<file path="config.mk">
export PLATFORM = sky130hd
export DESIGN_NAME = servo_sweep_pwm
export DESIGN_NICKNAME = d
export VERILOG_FILES = /design/src/rtl/servo_pkg.sv /design/src/rtl/servo_chan.sv /design/src/rtl/servo_sweep_pwm.sv
export SDC_FILE = /design/constraint.sdc
export NUM_CORES = 1
export LEC_CHECK = 0
export ABC_CLOCK_PERIOD_IN_PS = 9700
export BUFFER_PORTS_ARGS = -buffer_cell sky130_fd_sc_hd__buf_2
export CORE_ASPECT_RATIO = 1.75
export CORE_UTILIZATION = 53
export CTS_BUF_LIST = sky130_fd_sc_hd__clkbuf_8
export CTS_CLUSTER_SIZE = 25
export DETAILED_ROUTE_END_ITERATION = 12
export GPL_ROUTABILITY_DRIVEN = 0
export GPL_TIMING_DRIVEN = 0
export PLACE_DENSITY = 0.72
export SYNTH_ARGS = -nofsm -noshare
export SYNTH_HDL_FRONTEND = slang
export SYNTH_SLANG_ARGS = --single-unit
export TNS_END_PERCENT = 20
</file>
<file path="constraint.sdc">
create_clock -name clk -period 9.7 [get_ports clk]
set_clock_uncertainty 0.05 [all_clocks]
set_input_delay 0.97 -clock clk [delete_from_list [all_inputs] [get_ports clk]]
set_output_delay 0.97 -clock clk [all_outputs]
set_load 0.01 [all_outputs]
</file>
<file path="src/rtl/servo_pkg.sv">
// Shared mode encoding, position width and default limits for the servo PWM block.
// SERVO_SLEW_EN (see servo_chan) selects slewed HOLD moves.
package servo_pkg;

    localparam int PW_W          = 20;
    localparam int PERIOD_DEF    = 500000;
    localparam int PULSE_MIN_DEF = 16000;
    localparam int PULSE_MAX_DEF = 66000;
    localparam int STEP_DIV_DEF  = 2500;

    typedef enum logic [1:0] {
        MODE_OFF     = 2'b00,
        MODE_HOLD    = 2'b01,
        MODE_BOUNCE  = 2'b10,
        MODE_ONESHOT = 2'b11
    } mode_e;

    function automatic logic [PW_W-1:0] clamp_pw(
        input logic [PW_W-1:0] w,
        input logic [PW_W-1:0] lo,
        input logic [PW_W-1:0] hi
    );
        if (w < lo) return lo;
        if (w > hi) return hi;
        return w;
    endfunction

endpackage

</file>
<file path="src/rtl/servo_chan.sv">
// Per-channel mode and position state machine for servo_sweep_pwm.
// Define SERVO_SLEW_EN to make HOLD slew one count per step instead of jumping.
module servo_chan
    import servo_pkg::*;
#(
    parameter int PULSE_MIN = PULSE_MIN_DEF,
    parameter int PULSE_MAX = PULSE_MAX_DEF
) (
    input  logic            clk,
    input  logic            rst,
    input  logic            step_tick,
    input  logic            cmd_load,
    input  mode_e           cmd_mode,
    input  logic [PW_W-1:0] cmd_width,
    output logic [PW_W-1:0] pos,
    output logic            done,
    output logic            is_off
);

    localparam logic [PW_W-1:0] PMIN = PW_W'(PULSE_MIN);
    localparam logic [PW_W-1:0] PMAX = PW_W'(PULSE_MAX);

    mode_e           mode;
    logic            dir_up;
    logic [PW_W-1:0] width_c;
`ifdef SERVO_SLEW_EN
    logic [PW_W-1:0] target;
`endif

    assign width_c = clamp_pw(cmd_width, PMIN, PMAX);
    assign is_off  = (mode == MODE_OFF);

    always_ff @(posedge clk or posedge rst) begin
        if (rst) begin
            mode   <= MODE_OFF;
            dir_up <= 1'b0;
            pos    <= PMAX;
            done   <= 1'b0;
`ifdef SERVO_SLEW_EN
            target <= PMAX;
`endif
        end else if (cmd_load) begin
            // a new command always starts from the current position
            mode <= cmd_mode;
            done <= 1'b0;
            case (cmd_mode)
                MODE_BOUNCE:  dir_up <= 1'b0;
                MODE_ONESHOT: dir_up <= (pos - PMIN) < (PMAX - pos);
                default:      dir_up <= dir_up;
            endcase
`ifdef SERVO_SLEW_EN
            if (cmd_mode == MODE_HOLD) target <= width_c;
`else
            if (cmd_mode == MODE_HOLD) pos <= width_c;
`endif
        end else if (step_tick) begin
            case (mode)
                MODE_BOUNCE: begin
                    if (dir_up) begin
                        if (pos >= PMAX) begin
                            dir_up <= 1'b0;
                            pos    <= pos - 1'b1;
                        end else begin
                            pos <= pos + 1'b1;
                        end
                    end else begin
                        if (pos <= PMIN) begin
                            dir_up <= 1'b1;
                            pos    <= pos + 1'b1;
                        end else begin
                            pos <= pos - 1'b1;
                        end
                    end
                end
                MODE_ONESHOT: begin
                    if (!done) begin
                        if (dir_up) begin
                            if (pos < PMAX) pos <= pos + 1'b1;
                            if (pos >= PMAX - 1'b1) done <= 1'b1;
                        end else begin
                            if (pos > PMIN) pos <= pos - 1'b1;
                            if (pos <= PMIN + 1'b1) done <= 1'b1;
                        end
                    end
                end
`ifdef SERVO_SLEW_EN
                MODE_HOLD: begin
                    if (pos < target)      pos <= pos + 1'b1;
                    else if (pos > target) pos <= pos - 1'b1;
                end
`endif
                default: ;
            endcase
        end
    end

endmodule

</file>
<file path="src/rtl/servo_sweep_pwm.sv">
// Multi-channel servo PWM with frame timebase, step prescaler and command handshake.
// SERVO_SLEW_EN is honoured inside servo_chan.
module servo_sweep_pwm
    import servo_pkg::*;
#(
    parameter int NUM_CH    = 2,
    parameter int PERIOD    = PERIOD_DEF,
    parameter int PULSE_MIN = PULSE_MIN_DEF,
    parameter int PULSE_MAX = PULSE_MAX_DEF,
    parameter int STEP_DIV  = STEP_DIV_DEF
) (
    input  logic                   clk,
    input  logic                   rst,
    input  logic                   cmd_valid,
    output logic                   cmd_ready,
    input  logic [2:0]             cmd_ch,
    input  logic [1:0]             cmd_mode,
    input  logic [PW_W-1:0]        cmd_width,
    output logic [NUM_CH-1:0]      servo,
    output logic [NUM_CH*PW_W-1:0] pos,
    output logic [NUM_CH-1:0]      done,
    output logic                   frame_start
);

    localparam logic [PW_W-1:0] CNT_LAST = PW_W'(PERIOD - 1);
    localparam logic [PW_W-1:0] PRE_LAST = PW_W'(STEP_DIV - 1);

    logic [PW_W-1:0]   cnt;
    logic [PW_W-1:0]   pre;
    logic              frame_wrap;
    logic              step_tick;
    logic              cmd_acc;
    logic [NUM_CH-1:0] is_off;

    assign frame_wrap = (cnt == CNT_LAST);
    assign step_tick  = (pre == PRE_LAST);
    // blocking commands on the wrap cycle keeps shadow loads race-free
    assign cmd_ready  = !frame_wrap;
    assign cmd_acc    = cmd_valid && cmd_ready;

    always_ff @(posedge clk or posedge rst) begin
        if (rst) begin
            cnt         <= '0;
            pre         <= '0;
            frame_start <= 1'b0;
        end else begin
            cnt         <= frame_wrap ? '0 : cnt + 1'b1;
            pre         <= step_tick ? '0 : pre + 1'b1;
            frame_start <= frame_wrap;
        end
    end

    for (genvar gi = 0; gi < NUM_CH; gi++) begin : g_ch
        logic [PW_W-1:0] ch_pos;
        logic [PW_W-1:0] shadow;

        servo_chan #(
            .PULSE_MIN (PULSE_MIN),
            .PULSE_MAX (PULSE_MAX)
        ) u_chan (
            .clk       (clk),
            .rst       (rst),
            .step_tick (step_tick),
            .cmd_load  (cmd_acc && (cmd_ch == 3'(gi))),
            .cmd_mode  (mode_e'(cmd_mode)),
            .cmd_width (cmd_width),
            .pos       (ch_pos),
            .done      (done[gi]),
            .is_off    (is_off[gi])
        );

        always_ff @(posedge clk or posedge rst) begin
            if (rst)             shadow <= '0;
            else if (frame_wrap) shadow <= is_off[gi] ? '0 : ch_pos;
        end

        assign pos[gi*PW_W +: PW_W] = ch_pos;
        assign servo[gi]            = (cnt < shadow);
    end

endmodule

</file>
==> results of run 1 <==
-- area by class of cell --
class,instances,area share
plain buffers,80,0.03000
clock buffers,18,0.02176
clock inverters,13,0.01220
inverters,69,0.02318
multi-input cells,986,0.5673
flip-flops and latches,129,0.2846
well taps,241,0.02648
repair buffers,74,0.03450
-- layer usage --
| metal | routed length, microns | track usage | up-vias |
|---|---|---|---|
| li1 | - | - | 4758 |
| met1 | 11760 | 0.3841 | 4947 |
| met2 | 17220 | 0.6181 | 610 |
| met3 | 2852 | 0.1051 | 260 |
| met4 | 3169 | 0.2908 | 0 |
| met5 | 0 | 0 | - |
-- how the worst max path moves through the flow --
stage / to / slack [ns]
floorplan: cnt[0] / 5.26
global placement: pre[1] / 3.59
detailed placement: g_ch[1].u_chan.dir_up / 5.34
CTS: g_ch[1].u_chan.dir_up / 5.32
global route: g_ch[1].u_chan.dir_up / 4.91
finish: g_ch[0].u_chan.dir_up / 5.14
-- flip-flops by register name, summed over array words and instances, names as in the netlist --
name	flops
g_ch.u_chan.done	2
g_ch.shadow	40
frame_start	1
pre	20
g_ch.u_chan.dir_up	2
g_ch.u_chan.pos	40
cnt	20
g_ch.u_chan.mode	4
-- where the power goes --
group	leakage [uW]	internal [uW]	switching, uW
Sequential	0.00170	561	39.1
Clock	0.000189	233	243
Combinational	0.00308	172	308
-- metrics by stage --
step / setup WS, ns / instances / utilization
final: 5.138 / 1610 / 0.5958
after global routing: 4.905 / 1610 / 0.5958
after CTS: 5.319 / 1610 / 0.5954
after detailed placement: 5.342 / 1579 / 0.5752
after global placement: 3.586 / 1578 / 0.5735
after floorplan: 5.256 / 1264 / -
-- cells by family after synthesis --
kind of cell | share of synthesized area
buffers and inverters | 0.05834
flip-flops | 0.3148
AND/OR/NAND/NOR | 0.2419
adder cells (fa/ha/maj) | 0.1033
AO/OA/AOI/OAI | 0.1895
multiplexers | 0.01483
XOR/XNOR | 0.07742
-- placed cells by master (no fill, tap or decap), drive strengths merged, types with 16 or more instances in the layout --
cell type  count
nand2        101
a21oi         57
nor4          28
nand4         33
nand3         84
xnor2         58
nor2         102
o21ai        105
clkbuf        75
a21o          16
inv           72
ha            85
xor2          33
a31oi         18
nor3          47
buf           97
dfrtp        119
-- cell usage after synthesis (all sizes together), types with 13 or more instances --
cell    number  share of area
dfrtp      119           0.29
o21ai      105          0.051
nor2       102          0.038
nand2      101          0.037
ha          85           0.10
nand3       84          0.041
inv         69          0.025
xnor2       58          0.049
a21oi       57          0.028
clkbuf      57          0.021
nor3        47          0.023
nand4       33          0.020
xor2        33          0.028
nor4        28          0.017
buf         23          0.012
a31oi       18          0.011
a21o        16          0.012
and3        14         0.0085
nand2b      14         0.0085
mux2i       13          0.013
==> flow_summary.ini, run 1 <==
[timing]
rsz0062_at_grt = false
fmax_mhz = 219.2
setup_violations = 0
worst_pin_slew_ns = 1.167
period_share = 0.4703
fin_crit_ns = 4.562
slew_headroom = 0.2147
hold_ws_ns = 0.4273
hold_viol_final = 0
setup-tns-final_ns = 0
drv_slew = 0

[synthesis]
syn-cell-area_sq_um = 10290
syn_inst = 1264
syn_area_per_cell_sq_um = 8.145
ys_seq_elements = 129
synth_flop_cell = dfrtp_1
async_reset_ff_frac = 1.000
yosysSeqAreaShare = 0.3148
yosys_warnings = 0
syn_nets = 1377
ys_types = 80
synth_edf_count = 0

[final_layout]
diodes = 0
design_area_sq_um = 11390
final_nets = 1470
regArea_sq_um = 3241
fillers = 1860
multiInputGateArea_sq_um = 6460
drive_gt1_frac = 0.1125
synthToLayoutAreaGrowth_pct = 10.61

[route]
vias_per_cell = 6.568
drc = 0
dr.pass1.iters = 6
vias = 10580
drtAntennaViolNets = 0
post_drt_wl_per_cell_microns = 21.74
wirelength_mm = 35.00
first_iter_violations = 837

[clock_network]
cts-resized-gates = 0
cts_inserted_buffers = 17
postCtsSetupRepairBufs = 0
clkLatencyLatePin_ns = 0.48
root_buffer = clkbuf_8
cts_sinks = 129
path_clk_slew_ns = 0.08
cts_tree = yes
h-tree-depth = 4
cts_hold_repair.buffers = 0
cts_buffer_depth = 2

[critical_path]
cp_top_family = simple AND/OR/NAND/NOR gates
path_class = reg -> reg
startpoint = g_ch[0].u_chan.pos[3]
ff2ff_setup_slack_ns = 5.14
r2r_start = g_ch[0].u_chan.pos[3]
critPathLaunchType = flip-flop
r2r_end = g_ch[0].u_chan.dir_up
cp.required_ns = 10.00
crit_slowest_cell = a21boi_1
cp_cell_sequence = clkbuf_1 -> or4_1 -> clkbuf_1 -> a21oi_1 -> nand2b_1 -> a21boi_1 -> o21ai_0 -> nand2_1 -> xnor2_1 -> ha_1 -> nand4_1 -> nor3_1 -> and3_1 -> o22ai_1
crit_top_cell = clkbuf_1
reg2regPathDepth = 14
cp.depth = 14
crit_buf_inv = 2
end_kind = flip-flop
arrival_ns = 4.86
slowest_delay_ns = 0.65
critPathMaxFanout = 10

[min_path]
whs_endpoint = pre[19]
hold_path_class = reg -> reg
hold_path_startpoint = pre[19]
hold_depth = 1

[power]
p_leak_uw = 0.004972
fin_total_pwr_uw = 1556
power.density_nw_per_um2 = 136.6
ir_drop_uv = 72.64

[placed_design]
placed_area_sq_um = 10990
port_buffers = 73
hpwlAfterDp_mm = 26.45

[status]
status = complete, no violations

[global_routing]
antenna_found_initial = 1
grt-ovfl-total = 0
grt_max_degree = 73
grt_pass1_wl_mm = 56.26
grt_pass1_vias = 10830
grt_usage = 0.3707

[floorplan]
io_pins = 74
core_area_sq_um = 19110
die_w_microns = 107.4
initial_core_util = 0.5386
rows = 67
die_h_microns = 186.4
dieArea_sq_um = 20010

[flow_run]
maxCapViolCount = 0
Note: power is estimated with default switching activity, not from simulation.
==> run 2: changes to the inputs <==
--- a/config.mk
+++ b/config.mk
@@ -5,7 +5,8 @@
 export SDC_FILE = /design/constraint.sdc
 export NUM_CORES = 1
 export LEC_CHECK = 0
-export ABC_CLOCK_PERIOD_IN_PS = 9700
+export ABC_AREA = 1
+export ABC_CLOCK_PERIOD_IN_PS = 3670
 export BUFFER_PORTS_ARGS = -buffer_cell sky130_fd_sc_hd__buf_2
 export CORE_ASPECT_RATIO = 1.75
 export CORE_UTILIZATION = 53
@@ -14,7 +15,7 @@
 export DETAILED_ROUTE_END_ITERATION = 12
 export GPL_ROUTABILITY_DRIVEN = 0
 export GPL_TIMING_DRIVEN = 0
-export PLACE_DENSITY = 0.72
+export PLACE_DENSITY = 0.75
 export SYNTH_ARGS = -nofsm -noshare
 export SYNTH_HDL_FRONTEND = slang
 export SYNTH_SLANG_ARGS = --single-unit
==> constraint.sdc (replaced) <==
create_clock -name clk -period 3.67 [get_ports clk]
set_clock_uncertainty 0.05 [all_clocks]
set_input_delay 0.367 -clock clk [delete_from_list [all_inputs] [get_ports clk]]
set_output_delay 0.367 -clock clk [all_outputs]
set_load 0.01 [all_outputs]
==> run 2 against run 1 <==
Compared with the run above: cell count grew 44%; register-to-register slack lost 5.1 ns; sequential share of layout area down 4.6 points; fmax increased by 27%; count of clock-buffer cells in the layout up 1; wire length rose by 17%; worst setup slack worse by 5.1 ns; power increased to 5.7 times the previous value; global-route usage is 0.84 points lower; largest power group is now combinational cells.
==> flow_summary.ini, run 2 <==
[status]
status = complete, no violations

[clock_network]
clkLatencyLatePin_ns = 0.50
h-tree-depth = 4
cts_tree = yes
cts_inserted_buffers = 17
path_clk_slew_ns = 0.09
cts_sinks = 129
cts_buffer_depth = 2
root_buffer = clkbuf_8

[timing]
hold_viol_final = 0
period_share = 0.9824
worst_pin_slew_ns = 0.8007
slew_headroom = 0.4651
hold_ws_ns = 0.2088
fin_crit_ns = 3.605
setup_violations = 0
drv_slew = 0
fmax_mhz = 277.4
rsz0062_at_grt = true

[synthesis]
synth_top_family_by_area = simple AND/OR/NAND/NOR gates
synth-compound-area-share = 0.08511
synth.area.top_cells = dfrtp_1 (24%), nand2_1 (16%), ha_1 (8.6%)
async_reset_ff_frac = 1.000
synth_fa_ha_area_frac = 0.08633
synth.most_common_cell = nand2_1
synthSimpleGateAreaFrac = 0.3739
yosys_warnings = 0
syn_inst = 1904
yosysSeqAreaShare = 0.2631
ys_types = 50
synth_top_cell_by_area = dfrtp_1
syn_area_per_cell_sq_um = 6.470
synth_flop_cell = dfrtp_1
ys_top_cells_by_count = nand2_1 (513), inv_1 (248), nor2_1 (204)
syn-cell-area_sq_um = 12320
synthMuxAreaShare = 0
syn_nets = 2017
synth_xor_area_frac = 0.07607
synth.top_cell.area_share = 0.2417
synth_edf_count = 0
ys_seq_elements = 129

[critical_path]
path_class = reg -> reg
ff2ff_setup_slack_ns = 0.06
r2r_start = g_ch[0].u_chan.pos[7]
r2r_end = g_ch[0].u_chan.dir_up
crit_slowest_cell = dfstp_2
critPathLaunchType = flip-flop
crit_top_cell = nand2_1
cp.required_ns = 4.01
arrival_ns = 3.94
reg2regPathDepth = 14
cp_cell_sequence = buf_2 -> inv_1 -> ha_1 -> nor2_1 -> nand2_1 -> o21ai_0 -> nor2_1 -> xor2_1 -> ha_1 -> nand2_1 -> nor4_1 -> nand2_1 -> nand2_1 -> a21oi_1
end_kind = flip-flop
slowest_delay_ns = 0.56
critPathMaxFanout = 8
crit_buf_inv = 2
cp_top_family = simple AND/OR/NAND/NOR gates

[global_routing]
grt-ovfl-total = 0
grt_usage = 0.3623
antenna_found_initial = 0
grt_pass1_vias = 12960
grt_max_degree = 39
grt_pass1_wl_mm = 65.07

[placed_design]
placed_cells = 2280
placed_area_sq_um = 13120
port_buffers = 73
hpwlAfterDp_mm = 32.39

[route]
dr.pass1.iters = 5
routed.top_layer = met4
met3_length_mm = 2.572
first_iter_violations = 933
post_drt_wl_per_cell_microns = 17.69
drc = 0
drtAntennaViolNets = 0
wl_met1_mm = 13.98
wirelength_mm = 40.95
vias = 13210
met2_length_mm = 20.52
vias_per_cell = 5.704

[final_layout]
largestRegisters = g_ch.shadow (40), g_ch.u_chan.pos (40)
fin_cells = 2315
diodes = 0
final_nets = 2115
most-common-layout-cells = nand2_1 (513), inv_1 (247), nor2_1 (203)
synthToLayoutAreaGrowth_pct = 10.40
design_area_sq_um = 13600
fillers = 2215
drive_gt1_frac = 0.1171
final_common_cell = nand2_1

[floorplan]
core_area_sq_um = 22740
initial_core_util = 0.5417
dieArea_sq_um = 23880
rows = 73
io_pins = 74
die_w_microns = 117.3
die_h_microns = 203.7

[min_path]
hold_depth = 3
whs_endpoint = g_ch[1].u_chan.mode[1]
hold_path_class = in -> reg
hold_path_startpoint = cmd_mode[1]

[power]
power.density_nw_per_um2 = 654.1
ir_drop_uv = 458.7
p_leak_uw = 0.007080

[flow_run]
maxCapViolCount = 0
[run 2: timing repair]
item | 4_1_cts | 5_1_grt
hold endpoints to repair | 31 | 0
pin swaps | 0 | 2
hold buffers | 1 | 0
endpoints found under the setup margin | 1 | 2
resized for setup | 1 | 12
setup buffers | 0 | 2
[run 2: worst register-to-register path, stage by stage, from the launching register on]
cell and delay [ns]:
dfstp_2 0.56, buf_2 0.25, inv_1 0.17, ha_1 0.35, nor2_1 0.23, nand2_1 0.11, o21ai_0 0.43, nor2_1 0.10
xor2_1 0.16, ha_1 0.31, nand2_1 0.10, nor4_1 0.40, nand2_1 0.10, nand2_1 0.12, a21oi_1 0.08
[run 2: metal layers]
metal | vias to the layer above | track usage
met5 | - | 0
met4 | 0 | 0.3187
met3 | 249 | 0.07221
met2 | 633 | 0.6195
met1 | 6016 | 0.3644
li1 | 6307 | -
[run 2: where the power goes]
| part | switching [uW] | total (uW) | internal [uW] |
|---|---|---|---|
| Sequential | 268 | 1930 | 1660 |
| Clock | 674 | 1320 | 651 |
| Combinational | 3770 | 5650 | 1880 |
| Total | 4710 | 8900 | 4190 |
[run 2: logic make-up (layout without fill, tap and decap cells)]
group,Yosys count,after routing
AOI/OAI and AO/OA,194,194
buffers and inverters,337,448
xor gates and xnor gates,107,107
DFF,129,129
and+or+nand+nor,1052,1052
adders and majority gates,85,85
[run 2: worst max path at each step]
stage,to,depth (start not counted),slack [ns],startpoint
floorplan,g_ch[0].u_chan.dir_up,14,0.91,g_ch[0].u_chan.pos[7]
global placement,g_ch[0].u_chan.dir_up,17,-0.008,g_ch[0].u_chan.pos[1]
detailed placement,g_ch[0].u_chan.dir_up,17,-0.02,g_ch[0].u_chan.pos[1]
CTS,g_ch[1].u_chan.dir_up,18,0.001,g_ch[1].u_chan.pos[0]
global route,g_ch[1].u_chan.dir_up,18,-0.03,g_ch[1].u_chan.pos[0]
finish,g_ch[0].u_chan.dir_up,14,0.06,g_ch[0].u_chan.pos[7]
[run 2: metrics by stage]
stage	setup slack [ns]	utilization	TNS, ns	power (uW)
2_1_floorplan	0.9138	-	0	5798
3_5_place_dp	-0.01738	0.5770	-0.01738	7314
6_report	0.06455	0.5980	0	8895
3_3_place_gp	-0.008131	0.5744	-0.008131	7204
5_1_grt	-0.03423	0.5980	-0.03423	9629
4_1_cts	0.0009797	0.5956	0	8669
[run 2: area by class of cell]
type	count	area, sq um	share of cell area
timing repair buffer	79	450.4	0.03312
multi-input combinational	1438	7690	0.5654
sequential	129	3243	0.2385
clock buffer	19	261.5	0.01923
clock inverter	13	151.4	0.01113
inverter	261	987.2	0.07259
buffer	76	441.7	0.03247
tap	300	375.4	0.02760
==> run 3: changes to the inputs <==
--- a/config.mk
+++ b/config.mk
@@ -18,5 +18,6 @@
 export PLACE_DENSITY = 0.75
 export SYNTH_ARGS = -nofsm -noshare
 export SYNTH_HDL_FRONTEND = slang
+export SYNTH_HIERARCHICAL = 1
 export SYNTH_SLANG_ARGS = --single-unit
 export TNS_END_PERCENT = 20
==> run 3 against run 2 <==
Compared with the run above: worst setup slack better by 0.22 ns; first-iteration DRC count is 13% lower; cell count is 0.73% higher; critical path depth is 2 higher; worst hold slack worse by 0.030 ns; combinational power is 52% lower; clock power is 14% lower; largest cell class unchanged; largest power group unchanged; highest routed layer unchanged.
==> flow_summary.ini, run 3 <==
[clock_network]
path_clk_slew_ns = 0.09
root_buffer = clkbuf_8
cts_inserted_buffers = 17
cts_sinks = 129
cts_tree = yes
clkLatencyLatePin_ns = 0.49
cts_buffer_depth = 2
h-tree-depth = 4

[synthesis]
synth.top_cell.area_share = 0.2356
synth.area.top_cells = dfrtp_1 (24%), nand2_1 (17%), ha_1 (8.3%)
synth.most_common_cell = nand2_1
syn-cell-area_sq_um = 12640
yosys_warnings = 6
synth_edf_count = 0
synth_top_cell_by_area = dfrtp_1
syn_area_per_cell_sq_um = 6.581
ys_types = 48
yosysSeqAreaShare = 0.2563
ys_seq_elements = 129
synth_flop_cell = dfrtp_1
async_reset_ff_frac = 1.000
ys_top_cells_by_count = nand2_1 (575), inv_1 (245), nor2_1 (240)
syn_nets = 2033
syn_inst = 1921

[timing]
hold_viol_final = 0
worst_pin_slew_ns = 1.065
setup_violations = 0
period_share = 0.9224
fin_crit_ns = 3.385
hold_ws_ns = 0.1783
fmax_mhz = 295.4
setup-tns-final_ns = 0
drv_slew = 0
slew_headroom = 0.2895
rsz0062_at_grt = false

[final_layout]
largestRegisters = g_ch.shadow (40), g_ch.u_chan/pos (40)
fin_cells = 2332
final_nets = 2127
fillers = 2301
regArea_sq_um = 3241
diodes = 0
synthToLayoutAreaGrowth_pct = 9.046
final_common_cell = nand2_1
multiInputGateArea_sq_um = 7996
most-common-layout-cells = nand2_1 (575), inv_1 (244), nor2_1 (240)
drive_gt1_frac = 0.1494

[power]
p_leak_uw = 0.007199
power.density_nw_per_um2 = 416.7
fin_total_pwr_uw = 5745
ir_drop_uv = 290.6

[placed_design]
port_buffers = 73
placed_cells = 2299
hpwlAfterDp_mm = 29.24

[critical_path]
path_class = reg -> reg
critPathLaunchType = flip-flop
arrival_ns = 3.76
cp.required_ns = 4.05
critPathMaxFanout = 9
end_kind = flip-flop

[route]
wl_met1_mm = 13.30
met2_length_mm = 18.41
dr.pass1.iters = 6
routed.top_layer = met4
vias = 12630
drtAntennaViolNets = 0
met3_length_mm = 2.130
first_iter_violations = 815
drc = 0
vias_per_cell = 5.417
wirelength_mm = 36.80
post_drt_wl_per_cell_microns = 15.78

[global_routing]
grt_pass1_wl_mm = 60.15
grt_max_degree = 62
antenna_found_initial = 0
grt-ovfl-total = 0
grt_usage = 0.3134
grt_pass1_vias = 12430

[floorplan]
core_area_sq_um = 23330
die_h_microns = 206.3
die_w_microns = 118.8
rows = 74
io_pins = 74
dieArea_sq_um = 24500
initial_core_util = 0.5418

[min_path]
hold_path_class = in -> reg

[flow_run]
maxCapViolCount = 0

[status]
status = complete, no violations
-- run 3: cell count changes after synthesis, sizes merged, moves of 11 or more --
cell,previous run,this run
nand3,201,124
nand2,520,618
o21ai,109,80
nor2,222,277
a21oi,56,67
buf,58,41
-- run 3: worst max-delay path, stage by stage, from the launching register on --
cell and delay [ns]:
dfrtp_1 0.52, inv_1 0.26, nand2_1 0.16, inv_1 0.10
nand2_1 0.07, nand2_1 0.09, nand2_1 0.05, nand2_1 0.12
nand2_1 0.13, nor2_1 0.23, o21ai_1 0.11, xor2_1 0.16
ha_1 0.22, or3b_2 0.52, a211oi_1 0.26, nand2_1 0.14
a21oi_1 0.14
-- run 3: cell type report --
type | instances | share of cell area
Clock buffer | 18 | 0.01797
Tap cell | 304 | 0.02759
Timing Repair Buffer | 75 | 0.02922
Inverter | 264 | 0.07234
Sequential cell | 129 | 0.2351
Multi-Input combinational cell | 1475 | 0.5801
Buffer | 53 | 0.03013
Clock inverter | 14 | 0.007624
-- run 3: kinds of logic after synthesis --
group	count (synthesis)	synth area share
fa+ha+maj	84	0.08314
flops	129	0.2563
compound gates	162	0.07403
buf+inv	317	0.1115
xor+xnor	112	0.07759
simple gates	1117	0.3974
-- run 3: per-layer routing --
layer / GRT usage / vias to the layer above
met3: 0.05132 / 172
li1: - / 6225
met2: 0.5637 / 495
met4: 0.2577 / 0
met5: 0 / -
met1: 0.3179 / 5740
-- run 3: per-stage QoR --
step,cell area (sq um),utilization,worst slack [ns]
floorplan,12640,-,0.9340
global placement,13390,0.5738,0.07165
detailed placement,13420,0.5751,0.2933
CTS,13780,0.5906,0.2561
global route,13790,0.5908,0.03310
finish,13790,0.5908,0.2847
-- run 3: worst paths after layout --
path / end / startpoint / depth (start not counted) / slack, ns
max reg2reg: g_ch[1].u_chan/dir_up / g_ch[1].u_chan/pos[0] / 16 / 0.28
max in group asynchronous: g_ch[0].u_chan/pos[19] / rst / 3 / 2.24
min: g_ch[1].u_chan/mode[1] / cmd_mode[1] / 3 / 0.18
min in group asynchronous: pre[9] / rst / 3 / 0.35
max: g_ch[1].u_chan/dir_up / g_ch[1].u_chan/pos[0] / 16 / 0.28
min reg2reg: g_ch[0].shadow[1] / g_ch[0].shadow[1] / 2 / 0.44
-- run 3: repair_timing --
item / CTS / global route
hold endpoints to repair: 20 / 0
buffers inserted: 0 / 0
endpoints found under the setup margin: 0 / 2
resized for setup: 0 / 1
hold buffers: 1 / 0
-- run 3: where the power goes --
| part | internal [uW] | switching, uW | total [uW] |
|---|---|---|---|
| registers | 1570 | 288 | 1860 |
| logic | 975 | 1770 | 2740 |
| clock network | 492 | 649 | 1140 |
| total | 3040 | 2710 | 5750 |
